$ cat src/rtl/spart_pkg.sv
`default_nettype none
// +----------------------------------------------------------------------------+
// | Module      : spart_pkg                                                    |
// | Description : Shared SPART types and constants (transmit and receive).     |
// |               Macro SPART_TX_PARITY_EN adds the PARITY state and makes     |
// |               frames 11 bits long.                                         |
// | Revision    : 1.0 - initial release                                        |
// +----------------------------------------------------------------------------+
package spart_pkg;

`ifdef SPART_TX_PARITY_EN
  typedef enum logic [2:0] {
    TX_IDLE   = 3'd0,
    TX_START  = 3'd1,
    TX_DATA   = 3'd2,
    TX_PARITY = 3'd3,
    TX_STOP   = 3'd4
  } tx_state_t;

  localparam int FRAME_BITS = 11;
`else
  typedef enum logic [2:0] {
    TX_IDLE  = 3'd0,
    TX_START = 3'd1,
    TX_DATA  = 3'd2,
    TX_STOP  = 3'd4
  } tx_state_t;

  localparam int FRAME_BITS = 10;
`endif

  // Register select value of the transmit buffer on the processor bus.
  localparam logic [1:0] IOADDR_TXBUF = 2'b00;

endpackage
`default_nettype wire

$ cat src/rtl/spart_bit_timer.sv
`default_nettype none
// +----------------------------------------------------------------------------+
// | Module      : spart_bit_timer                                              |
// | Description : Counts oversampling ticks and flags the tick that ends a     |
// |               serial bit. Clear may preload half a bit (receiver use).     |
// | Revision    : 1.0 - initial release                                        |
// +----------------------------------------------------------------------------+
module spart_bit_timer #(
  parameter int TICKS_PER_BIT = 16
) (
  input  logic clk,
  input  logic rst,
  input  logic clr,
  input  logic preload,
  input  logic enable,
  output logic bit_done
);

  localparam int            c_cw        = (TICKS_PER_BIT > 1) ? $clog2(TICKS_PER_BIT) : 1;
  localparam logic [c_cw-1:0] c_last_tick = c_cw'(TICKS_PER_BIT - 1);
  localparam logic [c_cw-1:0] c_half_tick = c_cw'(TICKS_PER_BIT / 2);

  logic [c_cw-1:0] r_count;

  // The bit ends on the tick that sees the last count value.
  assign bit_done = enable && (r_count == c_last_tick);

  // Tick counter: clear has priority, otherwise advance and wrap on each tick.
  always_ff @(posedge clk or negedge rst) begin
    if (!rst) begin
      r_count <= '0;
    end else if (clr) begin
      r_count <= preload ? c_half_tick : '0;
    end else if (enable) begin
      r_count <= bit_done ? '0 : r_count + 1'b1;
    end
  end

endmodule
`default_nettype wire

$ cat src/rtl/spart_tx.sv
`default_nettype none
// +----------------------------------------------------------------------------+
// | Module      : spart_tx                                                     |
// | Description : SPART transmitter. One-byte holding register feeding an     |
// |               8N1 LSB-first serializer paced by the enable tick.           |
// |               Define SPART_TX_PARITY_EN to add an even-parity bit.         |
// | Revision    : 1.0 - initial release                                        |
// +----------------------------------------------------------------------------+
module spart_tx
  import spart_pkg::*;
#(
  parameter int TICKS_PER_BIT = 16
) (
  input  logic       clk,
  input  logic       rst,
  input  logic       iocs,
  input  logic       iorw,
  input  logic [1:0] ioaddr,
  input  logic [7:0] databus,
  input  logic       enable,
  output logic       txd,
  output logic       tbr
);

  tx_state_t  r_state, w_state_nxt;
  logic [7:0] r_hold,  w_hold_nxt;
  logic [7:0] r_shift, w_shift_nxt;
  logic [2:0] r_idx,   w_idx_nxt;
  logic       r_txd,   w_txd_nxt;
  logic       r_tbr,   w_tbr_nxt;
`ifdef SPART_TX_PARITY_EN
  logic       r_par,   w_par_nxt;
`endif

  logic w_wr;
  logic w_load;
  logic w_clr;
  logic w_bit_done;

  assign txd = r_txd;
  assign tbr = r_tbr;

  // Bus write strobe aimed at the transmit buffer.
  assign w_wr = iocs && !iorw && (ioaddr == IOADDR_TXBUF);

  // Holding byte moves to the shifter when the line is idle or a stop bit ends.
  assign w_load = !r_tbr &&
                  ((r_state == TX_IDLE) || ((r_state == TX_STOP) && w_bit_done));

  spart_bit_timer #(
    .TICKS_PER_BIT (TICKS_PER_BIT)
  ) u_bit_timer (
    .clk      (clk),
    .rst      (rst),
    .clr      (w_clr),
    .preload  (1'b0),
    .enable   (enable),
    .bit_done (w_bit_done)
  );

  // Next-state and next-output logic for the serializer and holding register.
  always_comb begin
    w_state_nxt = r_state;
    w_hold_nxt  = r_hold;
    w_shift_nxt = r_shift;
    w_idx_nxt   = r_idx;
    w_txd_nxt   = r_txd;
    w_tbr_nxt   = r_tbr;
    w_clr       = 1'b0;
`ifdef SPART_TX_PARITY_EN
    w_par_nxt   = r_par;
`endif

    case (r_state)
      TX_IDLE: begin
        w_txd_nxt = 1'b1;
      end
      TX_START: begin
        if (w_bit_done) begin
          w_state_nxt = TX_DATA;
          w_idx_nxt   = 3'd0;
          w_txd_nxt   = r_shift[0];
        end
      end
      TX_DATA: begin
        if (w_bit_done) begin
          w_shift_nxt = {1'b0, r_shift[7:1]};
          w_idx_nxt   = r_idx + 3'd1;
          if (r_idx == 3'd7) begin
`ifdef SPART_TX_PARITY_EN
            w_state_nxt = TX_PARITY;
            w_txd_nxt   = r_par;
`else
            w_state_nxt = TX_STOP;
            w_txd_nxt   = 1'b1;
`endif
          end else begin
            w_txd_nxt   = r_shift[1];
          end
        end
      end
`ifdef SPART_TX_PARITY_EN
      TX_PARITY: begin
        if (w_bit_done) begin
          w_state_nxt = TX_STOP;
          w_txd_nxt   = 1'b1;
        end
      end
`endif
      TX_STOP: begin
        if (w_bit_done) begin
          w_state_nxt = TX_IDLE;
          w_txd_nxt   = 1'b1;
        end
      end
      default: begin
        w_state_nxt = TX_IDLE;
        w_txd_nxt   = 1'b1;
      end
    endcase

    // Transfer overrides the state update; it also covers the back-to-back case.
    if (w_load) begin
      w_state_nxt = TX_START;
      w_shift_nxt = r_hold;
      w_txd_nxt   = 1'b0;
      w_tbr_nxt   = 1'b1;
      w_clr       = 1'b1;
`ifdef SPART_TX_PARITY_EN
      w_par_nxt   = ^r_hold;
`endif
    end

    // Writes land only in an empty holding register; a transfer needs tbr low,
    // so the two never collide.
    if (w_wr && r_tbr) begin
      w_hold_nxt = databus;
      w_tbr_nxt  = 1'b0;
    end
  end

  // State and output registers.
  always_ff @(posedge clk or negedge rst) begin
    if (!rst) begin
      r_state <= TX_IDLE;
      r_hold  <= 8'h00;
      r_shift <= 8'h00;
      r_idx   <= 3'd0;
      r_txd   <= 1'b1;
      r_tbr   <= 1'b1;
`ifdef SPART_TX_PARITY_EN
      r_par   <= 1'b0;
`endif
    end else begin
      r_state <= w_state_nxt;
      r_hold  <= w_hold_nxt;
      r_shift <= w_shift_nxt;
      r_idx   <= w_idx_nxt;
      r_txd   <= w_txd_nxt;
      r_tbr   <= w_tbr_nxt;
`ifdef SPART_TX_PARITY_EN
      r_par   <= w_par_nxt;
`endif
    end
  end

endmodule
`default_nettype wire

$ cat config.mk
export PLATFORM = sky130hd
export DESIGN_NAME = spart_tx
export DESIGN_NICKNAME = d
export VERILOG_FILES = /design/src/rtl/spart_pkg.sv /design/src/rtl/spart_bit_timer.sv /design/src/rtl/spart_tx.sv
export SDC_FILE = /design/constraint.sdc
export NUM_CORES = 1
export LEC_CHECK = 0
export BUFFER_PORTS_ARGS = -buffer_cell sky130_fd_sc_hd__buf_2
export CORE_ASPECT_RATIO = 1.1
export CORE_MARGIN = 4
export CORE_UTILIZATION = 64
export CTS_BUF_LIST = sky130_fd_sc_hd__clkbuf_8
export DETAILED_ROUTE_END_ITERATION = 10
export PLACE_DENSITY = 0.84
export SYNTH_ARGS = -nofsm -noshare
export SYNTH_HDL_FRONTEND = slang
export SYNTH_SLANG_ARGS = --single-unit
$ cat constraint.sdc
create_clock -name clk -period 4 [get_ports clk]
set_input_delay 1.2 -clock clk [delete_from_list [all_inputs] [get_ports clk]]
set_output_delay 1.2 -clock clk [all_outputs]
set_load 0.02 [all_outputs]
After elaboration in Yosys (flattened, before gate mapping)
Cells that the tools add are included.
Widths: inputs -> output; s select.
{"block": "word_totals", "word_cells": 64, "regBits": 28, "output_inout_bits": 2}
{"block": "classes", "n_mux": 23, "eq_ne": 12, "reduce_logical": 20, "addsub": 2}
{"cell": "$mux 8", "count": 3}
{"cell": "$mux 3", "count": 6}
{"cell": "$mux 4", "count": 3}
{"cell": "$pmux 3 s4", "count": 1}
{"cell": "$reduce_bool 2->1", "count": 5}
{"cell": "$ne 3x2->1 const B", "count": 3}
{"cell": "$mux 1", "count": 8}
{"cell": "$eq 3x3->1 const B", "count": 2}
{"cell": "$logic_and 1x1->1", "count": 6}
{"cell": "$pmux 3 s2", "count": 1}
{"cell": "$reduce_and 3->1", "count": 2}
{"cell": "$reduce_and 5->1", "count": 1}
{"cell": "$add 4x1->4 const B", "count": 1}
{"cell": "$eq 4x4->1 const B", "count": 1}
{"cell": "$ne 2x1->1 const B", "count": 2}
{"cell": "$add 3x1->3 const B", "count": 1}
{"cell": "$eq 3x1->1 const B", "count": 1}
{"cell": "$eq 3x2->1 const B", "count": 1}
{"cell": "$logic_not 3->1", "count": 1}
{"cell": "$ne 3x3->1 const B", "count": 1}
{"cell": "$pmux 1 s3", "count": 1}
{"cell": "$logic_not 1->1", "count": 2}
{"cell": "$logic_not 2->1", "count": 1}
{"cell": "$ne 2x2->1 const B", "count": 1}
{"cell": "2 further kinds", "count": 2}

Depth between registers and ports, before layout
Gate-level depths: netlist of run 1.
{"block": "logic_depth", "depth_word": 7, "ltp_mapped": 5}

Cells and area by module
A second synthesis of run 1 with hierarchy kept.
{"block": "unflattened", "cells_unflattened": 147, "area_unflattened_um2": 1517.7}
{"mod": "spart_tx", "n_inst": 1, "cells_per_inst": 124, "area_per_inst_um2": 1301.2}
{"mod": "spart_bit_timer", "n_inst": 1, "cells_per_inst": 23, "area_per_inst_um2": 216.5}

Worst setup path before layout of run 1
OpenSTA, ideal clock, no wires.
{"block": "synth_path", "path_type": "input to register", "from": "input port enable", "to": "register r_idx[0]", "setup_ns": 0.121, "n_path_buf": 1, "t_arrival_ns": 2.100, "cell_stages": 4, "path_slack_ns": 1.779, "required_ns": 3.879, "path_cell_list": "buf_4 > nand4_4 > or3_1 > a22o_1"}
{"block": "synth_between", "elab_chain_len": 3}
{"element": "from (decl)", "line": "spart_tx.sv:20", "rtl": "input logic enable,"}
{"element": "$logic_and 1x1->1 (*)", "line": "spart_bit_timer.sv:26", "rtl": "assign bit_done = enable && (r_count == c_last_tick);"}
{"element": "$ne 2x1->1 (no source line)"}
{"element": "$reduce_and 3->1 (no source line) (*)"}
{"element": "to (signal assigned)", "line": "spart_tx.sv:158", "rtl": "r_idx <= w_idx_nxt;"}
{"element": "to (decl)", "line": "spart_tx.sv:28", "rtl": "logic [2:0] r_idx, w_idx_nxt;"}
Mark *: on every way between the ends. The rest lies on a longest branch, timed or not.
A chain may end at the register's enable or synchronous reset.

Worst setup path in the final report of run 1
{"block": "layout_path", "from": "input port enable", "to": "register r_idx[1]"}
The elaborated chain is that of the path after synthesis.

==> results, run 1 <==
- For this design the total switching power over the nets is about 0.35 mW.
- The wire length per cell is around 16 um.
- The switching share of power is 35.2%.
- The logic gate share of total power is around 32%.
- The number of endpoints with negative hold slack in the final report is 0.
- The overall die area is 0.00310 mm^2.
- By startpoint and endpoint, the worst setup path is classified as in2reg.
- The global route total overflow is 0.
- The total power density per cell area is about 630 mW/mm^2.
- Summed over all instances, the cell type with the most area after synthesis is dfrtp_1.
- The share of post-route cells with drive strength above 1 is about 25%.
- Final hold analysis gives a worst-case slack of 518 ps.
- The flow ran to the end, and the final reports show no timing, DRC or antenna violations.
- The final clock period utilization by the worst path is around 57%.
- Summed over all layers, the routed wires come to 2800 um.
- The worst register-to-register path has a setup slack of 2020 ps.
- In this run the mean area of a mapped cell was 10.9 um^2.
- The most common cell in the netlist is dfrtp_1.
- The clock drives 28 sinks.
- The initial antenna violation count is 0.
- Using the TritonRoute via totals, the vias-per-cell ratio works out to 6.30.
- Clock latency on the worst-skew pair, taken at its later pin, is around 270 ps.
- The number of inserted diodes is 0.
- In this run the vertical extent of the chip is approximately 58 um.
- The total of endpoints with negative setup slack in the final report is 0.
- Of the post-synthesis cell area, the dominant cell type holds around 45%.
- During I/O placement, the number of pins put on the boundary was 17.
- Compared with the post-synthesis result, the final layout area differs by 7.39%.
- The final layout contains between 150 and 200 nets.
- Setup repair after global routing left no endpoint under its margin.
- The worst slack after detailed placement is 1430 ps.
- The critical path data arrival time is roughly 2500 ps.
- Yosys mapped the design onto 42 distinct sky130hd cell types.
- STA classifies the critical path startpoint as an input port.
- Yosys printed 0 warnings.
- Grouping stages by cell kind, the critical path spends the most delay in simple AND/OR/NAND/NOR gates.
- The worst-case IR drop observed on VDD is 0.457 mV.
- The net count after synthesis is 152.
- The worst pin sits at a relative slew slack of 41.0%.
- The first global-routing pass estimated 4970 um of wire.
- Total power for the finished layout comes to 0.982 mW.
- The root buffer cell is clkbuf_8.
- In this run the standard cell core region covers ~0.0021 mm^2.
- Once detail routing completed, the nets flagged for antenna violations numbered 0.
- Post-CTS repair changed the size of 0 cells.
- The starting DRC count in detailed routing is 13.
- The sequential-to-total area share from yosys stat is 48.3%.
- The initial utilization of the core area, before any placement, comes to 69.8%.
- The maximum number of pins on one net before global-route repair is 29.
- The static leakage power is just under 0.7 nW.
- The overall fraction of global-route tracks in use is 21.4%.
- The routed via count is roughly 1100.
- Detailed placement ended at an HPWL of about 2000 um.
- For this run, design rule violations remaining after detail routing come to 0.
- The synthesized instance count is 134.
- The number of hold buffers added after CTS is 0.
- The critical path data required time is 4170 ps.
- The row count is 17.
- The maximum buffer depth of the clock tree is 2.
- The max-slew violation count is 0.
- The number of max-cap violations is 0.
- In the post-route analysis, the smallest setup slack over all paths is 1710 ps.
- Counting flops with an async set or reset pin after synthesis yields a share of 100%.
- The clock-pin slew on the worst setup and hold paths is 90 ps.
- The final critical path time including I/O delays and setup is 2290 ps.
- The internal power component is 0.637 mW.
- Before antenna repair, the detailed router went through 4 iterations.
- Clock skew on the completed layout was measured at approximately 1.9 ps.
- In this run, synthesis produced a sequential element count of 28.
- The achievable clock frequency is 0.437 GHz.
- The count of buffering cells on the critical path with inverters included is 1.
- The worst-margin pin slew is 884 ps.
- The highest-delay cell along the critical path is or3_1.
- The die outline width is ~53 um.
- Ranked by total cell area, the synthesized netlist is headed by dfrtp_1 (45%), mux2_2 (6.2%), a211oi_1 (3.6%).
- In this run the number of H-tree levels came out at 1.
- The via count of the first global-routing pass is between 1000 and 1500.
- The cell area after synthesis is ~0.0015 mm^2.
- At the end of routability-driven placement, the weighted congestion stood at just under 0.8.
- The main flop type after synthesis is dfrtp_1.
- The type of element capturing the critical path is a register.
- The clock power share is 17.8%.
- TritonCTS built the clock tree.
- Walking the worst path, the cells encountered are buf_2 -> nand4_4 -> or3_1 -> a22o_1.
- Ranked by instance count, the synthesized netlist is headed by dfrtp_1 (26), o21ai_0 (9), mux2_2 (8), nand3_1 (8), a211oi_1 (7).
- Clock tree synthesis inserted a total of 3 buffers.
- The largest stage delay on the critical path is roughly 500 ps.
- The share of power burned in registers is 50.0%.
- The port buffer count is 16.
- The worst hold path class is reg2reg.
- The maximum fanout encountered on the critical timing path is 26.
- The setup TNS after final layout is 0 ps.
- The number of buffers added for setup after CTS is 0.
- Counting flops with a built-in enable in the synthesized netlist gives 0.
[layer usage]
| metal | track usage [%] | routed length, um |
|---|---|---|
| met5 | 0 | 0 |
| met4 | 5.11 | 14 |
| met3 | 4.11 | 120 |
| met2 | 36.1 | 1420 |
| met1 | 28.2 | 1240 |
[power groups by stage]
stage / Clock, mW / Combinational [mW] / Sequential, mW
after floorplan: 0 / 0.274 / 0.461
after global placement: 0 / 0.297 / 0.485
after detailed placement: 0 / 0.315 / 0.495
after CTS: 0.175 / 0.318 / 0.489
after global routing: 0.188 / 0.363 / 0.508
final: 0.175 / 0.316 / 0.491
[placed cells by master (no fill, tap or decap), types with 2 or more instances in the layout]
cell type	count
mux2i_1	2
o21ai_0	9
inv_1	5
nor2_1	4
or3b_2	2
a22o_1	3
a21oi_1	4
o31ai_1	2
a211o_1	2
dfstp_2	2
o41ai_1	2
nand3_1	8
or3_1	2
dfrtp_1	26
a31oi_1	6
a211oi_1	7
nor3_1	2
nand2_1	5
xor2_1	3
clkbuf_8	4
mux2_2	8
ha_1	3
buf_2	16
[area by class of cell]
cell class                 count  area, um^2
sequential                    28         703
multi-input combinational     90         671
fill                         167         522
timing repair buffer          16        80.1
clock buffer                   4        55.1
tap                           28        35.0
inverter                       5        18.8
[flip-flops by register name, summed over array words and instances (netlist names)]
| register | count |
|---|---|
| r_hold | 8 |
| r_idx | 3 |
| r_shift | 8 |
| r_state | 3 |
| tbr | 1 |
| txd | 1 |
| u_bit_timer.r_count | 4 |
[metrics by stage]
stage | cells | util (%) | area (um^2)
after floorplan | 134 | - | 1460
after global placement | 167 | 72.3 | 1510
after detailed placement | 167 | 72.3 | 1510
after CTS | 171 | 75.0 | 1560
after global routing | 171 | 75.0 | 1560
final | 171 | 75.0 | 1560
[worst reg2reg max path, cell delays in order, from the launching register on]
cell     delay, ps
dfrtp_1        650
nor3b_1        840
nand3_1        170
a31oi_1        230
[cells by family after synthesis]
kind of cell,after synthesis,share of synthesized area [%]
AO/OA/AOI/OAI,41,19.9
AND/OR/NAND/NOR,32,13.7
flip-flops,28,48.3
buffers and inverters,16,5.59
multiplexers,10,7.57
XOR/XNOR,4,2.41
adder cells (fa/ha/maj),3,2.58
[worst paths after layout]
| path | start | end | cells after the start |
|---|---|---|---|
| worst max-delay path | enable | r_idx[1] | 4 |
| worst min-delay path | txd | txd | 2 |
| worst max register to register | r_state[2] | r_shift[6] | 3 |
| worst min register to register | txd | txd | 2 |
| max in group asynchronous | rst | r_shift[1] | 1 |
| min in group asynchronous | rst | r_state[0] | 1 |
Power figures use the tool's default switching activity.
==> run 2, diff against run 1 <==
--- a/config.mk
+++ b/config.mk
@@ -8,10 +8,10 @@
 export BUFFER_PORTS_ARGS = -buffer_cell sky130_fd_sc_hd__buf_2
 export CORE_ASPECT_RATIO = 1.1
 export CORE_MARGIN = 4
-export CORE_UTILIZATION = 64
+export CORE_UTILIZATION = 54
 export CTS_BUF_LIST = sky130_fd_sc_hd__clkbuf_8
 export DETAILED_ROUTE_END_ITERATION = 10
-export PLACE_DENSITY = 0.84
+export PLACE_DENSITY = 0.76
 export SYNTH_ARGS = -nofsm -noshare
 export SYNTH_HDL_FRONTEND = slang
 export SYNTH_SLANG_ARGS = --single-unit
==> constraint.sdc (replaced) <==
create_clock -name clk -period 1.87 [get_ports clk]
set_input_delay 0.561 -clock clk [delete_from_list [all_inputs] [get_ports clk]]
set_output_delay 0.561 -clock clk [all_outputs]
set_load 0.02 [all_outputs]
==> run 2 against run 1 <==
Net effect: via count decreased by 0.93%; first-iteration DRC count increased to 3.1 times the previous value; power increased by 120%; clock skew increased by 1.7 ps; cell count increased by 4.7%; combinational power increased by 130%; register-to-register slack got worse by 1800 ps; largest power group unchanged; highest routed layer unchanged.
==> results, run 2 (synthesis gave the netlist of run 1 again) <==
- The flow ran to the end, and the final reports show no timing, DRC or antenna violations.
- Entering global routing, the biggest net connects 29 pins.
- The start-to-end type of the worst setup path is reg2reg.
- The maximum buffer depth of the clock tree is 2.
- The area added between synthesis and finish is 12.2%.
- Setup repair after global routing left no endpoint under its margin.
- Using the TritonRoute via totals, the vias-per-cell ratio works out to just under 6.
- After clock tree synthesis, the setup repair step added 0 buffers.
- In the routed design, unresolved DRC markers number 0.
- The port buffer count is 16.
- In this run the remaining antenna-violating nets after routing total 0.
- The total of endpoints with negative setup slack in the final report is 0.
- The initial utilization of the core area, before any placement, comes to about 57%.
- For this run, the top clock speed supported by timing is around 0.61 GHz.
- The worst hold path class is in2async.
- The largest stage delay on the critical path is 470 ps.
- The count of buffering cells on the critical path with inverters included is 0.
- The first-pass GRT wire length is 4570 um.
- The detailed-router iteration count before antenna repair is 6.
- At the pin with the least slew margin, the transition time is 607 ps.
- The static leakage power is about 0.73 nW.
- The post-detailed-placement cell area is 0.00156 mm^2.
- The summed area of non-filler cells in the final layout is approximately 0.0016 mm^2.
- TritonCTS built the clock tree.
- The tightest hold margin is 290 ps.
- After clock tree synthesis, the flow added hold-fix buffers numbering 0.
- The worst setup path is captured at a register.
- The initialized floorplan defines 19 standard-cell rows.
- In the final layout, the registers with the most flip-flops are r_hold: 8 flops, r_shift: 8 flops, u_bit_timer.r_count: 4 flops.
- The final critical path time including I/O delays and setup is 1630 ps.
- The repair_antennas step left the layout with diodes totalling 0.
- The root buffer cell chosen for the clock tree is clkbuf_8.
- STA puts the critical path data required time at 2060 ps.
- CTS built an H-tree with a depth of 1.
- The commonest non-fill, non-tap cell in the layout is dfrtp_1.
- In this run the vertical extent of the chip is approximately 62 um.
- The top cell types in the final layout, fill and taps aside, are dfrtp_1 (26), buf_2 (16), o21ai_0 (9).
- The detailed placer's ending HPWL is 1860 um.
- The clock arrives with 3.56 ps of skew.
- The number of buffers added by the clock tree synthesis step is 3.
- The setup TNS after final layout is 0 ps.
- The most used cell along the critical path is ha_1.
- The final clock period utilization by the worst path is 87.1%.
- Clock latency on the worst-skew pair, taken at its later pin, is 270 ps.
- The family with the most delay on the worst path is simple AND/OR/NAND/NOR gates.
- The total power density per cell area is 1340 mW/mm^2.
- The via count of the first global-routing pass came to between 1000 and 1500.
- The number of instances in the placed design is 175.
- CTS saw 28 sinks.
- The final worst-path setup slack is roughly 240 ps.
- Post-CTS repair changed the size of 0 cells.
- The starting DRC count in detailed routing is 40.
- The final layout net count is 167.
- The initial antenna violation count is 0.
- At the end of routability-driven placement, the weighted congestion stood at around 0.76.
- The critical path startpoint category is a register.
- The routed via count is around 1100.
- The clock-pin slew on the worst setup and hold paths is 90 ps.
- The highest-delay cell along the critical path is or4b_1.
- The total area inside the core boundary comes to 0.00254 mm^2.
- Headroom to the max-slew limit came out at approximately three fifths.
- The share of post-route cells with drive strength above 1 is 27.7%.
- In the final routed layout, each cell accounts on average for 14.0 um.
- Max-cap violations in this run came to 0.
- 17 I/O pins were placed.
- The design draws 2.19 mW.
- The critical path goes through ha_1 -> ha_1 -> or4b_1 -> a21oi_1 -> o31ai_1.
- Global routing used between 10% and 20% of the available tracks across all layers.
- The number of endpoints with negative hold slack in the final report is 0.
- The maximum fanout encountered on the critical timing path is 4.
- VDD sags by at most 0.931 mV.
- The finished layout holds about 180 standard cells, fillers aside.
- The die covers 0.00359 mm^2.
- Measured along the x axis, the die boundary spans 57.5 um.
- Wires add up to 2500 um.
- The worst slack after detailed placement is 150 ps.
- Data arrives at the worst endpoint at 1820 ps.
- The max-slew violation count is 0.
- Global routing finished with a remaining overflow of 0.
- The end-of-flow core utilization is 64.2%.
## run 2: cell types whose count changed in the layout (fill, tap and decap cells not counted), sizes merged
cell    before  now
clkbuf       4    3
buf         16   21
bufinv       0    1
## run 2: cell type report
class / count / area, um^2
fill: 195 / 911
clock inverter: 1 / 30.0
multi-input combinational: 90 / 671
tap: 31 / 38.8
timing repair buffer: 21 / 130
clock buffer: 3 / 41.3
sequential: 28 / 703
inverter: 5 / 18.8
## run 2: final timing paths
| path | startpoint | endpoint | cells after the start | slack, ps |
|---|---|---|---|---|
| max in group asynchronous | rst | r_shift[6] | 1 | 1180 |
| min in group clk | databus[5] | r_hold[5] | 2 | 510 |
| setup reg to reg | r_idx[0] | txd | 5 | 240 |
| hold / removal | rst | r_idx[0] | 1 | 290 |
| setup / recovery | r_idx[0] | txd | 5 | 240 |
| hold reg to reg | r_hold[0] | r_hold[0] | 1 | 520 |
## run 2: per-layer routing
| layer | GRT usage [%] | vias to the layer above | part of all wire, % |
|---|---|---|---|
| met4 | 5.22 | 0 | 1.4 |
| li1 | - | 532 | - |
| met2 | 22.7 | 26 | 45 |
| met3 | 3.51 | 5 | 4.9 |
| met1 | 22.9 | 504 | 49 |
| met5 | 0 | - | 0 |
## run 2: worst register-to-register path, cell delays in order (launching register included)
cell and delay (ps):
dfrtp_1 420, ha_1 210, ha_1 210, or4b_1 470, a21oi_1 170, o31ai_1 80
## run 2: where the power goes
| group | total, mW | internal, mW | switching, mW |
|---|---|---|---|
| Sequential | 1.01 | 0.843 | 0.165 |
| Clock | 0.462 | 0.286 | 0.176 |
| Combinational | 0.721 | 0.365 | 0.356 |
| Total | 2.19 | 1.49 | 0.697 |
==> run 3, diff against run 2 <==
--- a/config.mk
+++ b/config.mk
@@ -11,6 +11,7 @@
 export CORE_UTILIZATION = 54
 export CTS_BUF_LIST = sky130_fd_sc_hd__clkbuf_8
 export DETAILED_ROUTE_END_ITERATION = 10
+export GPL_TIMING_DRIVEN = 0
 export PLACE_DENSITY = 0.76
 export SYNTH_ARGS = -nofsm -noshare
 export SYNTH_HDL_FRONTEND = slang
==> run 3 against run 2 <==
Net effect: clock-buffer cell count unchanged; setup slack worse by 58 ps; combinational power is 3.6% higher.
==> results, run 3 (synthesis gave the netlist of run 1 again) <==
- The HPWL after detailed placement is 2090 um.
- In this run the post-CTS setup repair buffer count came out at 0.
- The initial antenna violation count is 0.
- STA classifies the critical path endpoint as a register.
- After clock tree synthesis, the clock-pin slew on the worst setup and hold paths is 100 ps.
- The effective utilization at floorplan is between 50% and 60%.
- The final worst-path setup slack is approximately 180 ps.
- The share of post-route cells with drive strength above 1 is a little over a quarter.
- The number of endpoints with negative hold slack in the final report is 0.
- Data on the critical path arrives at its endpoint at 1880 ps.
- The die covers between 0.003 and 0.004 mm^2.
- The largest registers in the layout are r_hold: 8 flops, r_shift: 8 flops, u_bit_timer.r_count: 4 flops.
- The count of nets left with antenna violations after detail routing is 0.
- The maximum fanout encountered on the critical timing path is 4.
- Setup repair after global routing left no endpoint under its margin.
- CTS built an H-tree with a depth of 1.
- The port buffer count is 15.
- Routability-driven placement finished with a final weighted congestion of around 0.84.
- Using the TritonRoute via totals, the vias-per-cell ratio works out to roughly 6.2.
- The routed layout has around 1100 vias.
- In this run, the number of DRC markers left after iteration 0 of detailed routing was 44.
- The final critical path time including I/O delays and setup is between 1500 and 2000 ps.
- Measured against its own limit, the worst slew margin works out to around 60%.
- For this design, the sink count on the clock tree is 28.
- The worst setup path is launched from a register.
- The via count of the first global-routing pass came to 1229.
- The run finished with clean final reports.
- The most critical setup path has its startpoint at r_idx[0].
- Dividing total power by cell area gives a power density of between 1000 and 1500 mW/mm^2.
- For this design the static power due to leakage is 0.727 nW.
- The total of endpoints with negative setup slack in the final report is 0.
- The final layout net count is roughly 170.
- The global route total overflow is 0.
- The path class of the tightest hold or removal check is in2async.
- The worst slack after detailed placement is 178 ps.
- The clock reaches the later pin of the worst-skew pair after 280 ps.
- In this run the critical register-to-register path is launched from r_idx[0].
- The die outline width is 57.5 um.
- In this run the count of I/O pins placed on the die edge is 17.
- After detailed routing, the total wire length is 2980 um.
- The clock tree from TritonCTS is built.
- The register-to-register setup slack is 180 ps.
- The max-slew violation count was 0.
- The commonest non-fill, non-tap cell in the layout is dfrtp_1.
- The worst setup path endpoint is txd.
- Measured in cells, the most critical reg-to-reg path has a length of 5.
- The detailed-router iteration count before antenna repair is 4.
- The number of inserted diodes is 0.
- The summed area of non-filler cells in the final layout is 0.00162 mm^2.
- For the worst setup path, the data required time is 2060 ps.
- Compared with the post-synthesis result, the final layout area differs by 11.3%.
- Across the run, the number of max-cap violations was 0.
- In the routed design, unresolved DRC markers number 0.
- The critical path is of the reg2reg type.
- At the pin with the least slew margin, the transition time is 625 ps.
- The worst clock skew on the final layout is 10.1 ps.
- The endpoint identified for the worst register-to-register timing path is txd.
- The total area inside the core boundary comes to 0.00254 mm^2.
- The floorplan has 19 rows.
- The root buffer cell chosen for the clock tree is clkbuf_8.
- Entering global routing, the biggest net connects 29 pins.
- The first-pass GRT wire length is 5400 um.
- The worst path uses 90.3% of the clock period.
- The maximum vdd ir drop is 0.948 mV.
- Leaving out fill and tap cells, the most frequent cells in the layout are dfrtp_1 (26), buf_2 (17), o21ai_0 (9).
- The wire length per cell is ~16 um.
- On the final layout, the worst hold slack is 290 ps.
- The achievable clock frequency is 0.592 GHz.
- Across every metal layer, demand over resource in global routing totals 18.6%.
- After routing, the total negative slack on setup checks comes to 0 ps.
- The post-detailed-placement cell area is approximately 0.0016 mm^2.
- Counting the buffers created by CTS gives 3.
- The height of the die is ~62 um.
- The maximum buffer depth of the clock tree is 2.
==> run 3: critical path: stages, from the launching register on <==
cell and delay [ps]:
dfrtp_1 440, ha_1 220, ha_1 220, or4b_1 470, a21oi_1 170, o31ai_1 90
==> run 3: where the power goes <==
| part | internal [mW] | leakage (nW) | switching (mW) | total (mW) |
|---|---|---|---|---|
| sequential | 0.843 | 0.348 | 0.176 | 1.02 |
| combinational | 0.363 | 0.353 | 0.383 | 0.747 |
| clock | 0.147 | 0.0269 | 0.182 | 0.329 |
| total | 1.35 | 0.727 | 0.741 | 2.10 |
==> run 3: worst min-delay path by stage <==
stage,startpoint,endpoint,slack [ps],cells after the start
final,rst,r_idx[1],290,1
after global routing,rst,r_idx[1],320,1
after CTS,rst,r_idx[1],310,1
after detailed placement,r_hold[7],r_hold[7],500,1
after global placement,r_hold[0],r_hold[0],490,1
after floorplan,rst,r_hold[0],270,0
==> run 3: layout make-up <==
cell class,instances,area (um^2)
fillers,204,925
multi-input cells,90,676
clock buffers,3,41.3
inverters,5,18.8
clock inverters,1,3.75
repair buffers,15,75.1
well taps,31,38.8
plain buffers,11,62.6
flip-flops and latches,28,703
==> run 3: layer usage <==
metal  part of all wire (%)  GRT usage, %  routed length [um]  vias to the layer above
li1                       -             -                   -                      541
met4                    1.9          7.83                  57                        0
met5                      0             0                   0                        -
met1                     46          24.0                1380                      558
met3                    4.5          3.93                 134                        9
met2                     47          29.9                1410                       35
==> run 3: timing repair <==
action | CTS | global route
resized for setup | 0 | 1
setup endpoints to repair | 0 | 1
hold buffers | 0 | 0
==> run 3: stage by stage <==
step | util (%) | total power, mW | std cells
2_1_floorplan | - | 1.57 | 134
3_3_place_gp | 61.7 | 1.71 | 180
3_5_place_dp | 61.7 | 1.77 | 180
4_1_cts | 63.5 | 2.09 | 184
5_1_grt | 63.6 | 2.28 | 184
6_report | 63.6 | 2.10 | 184
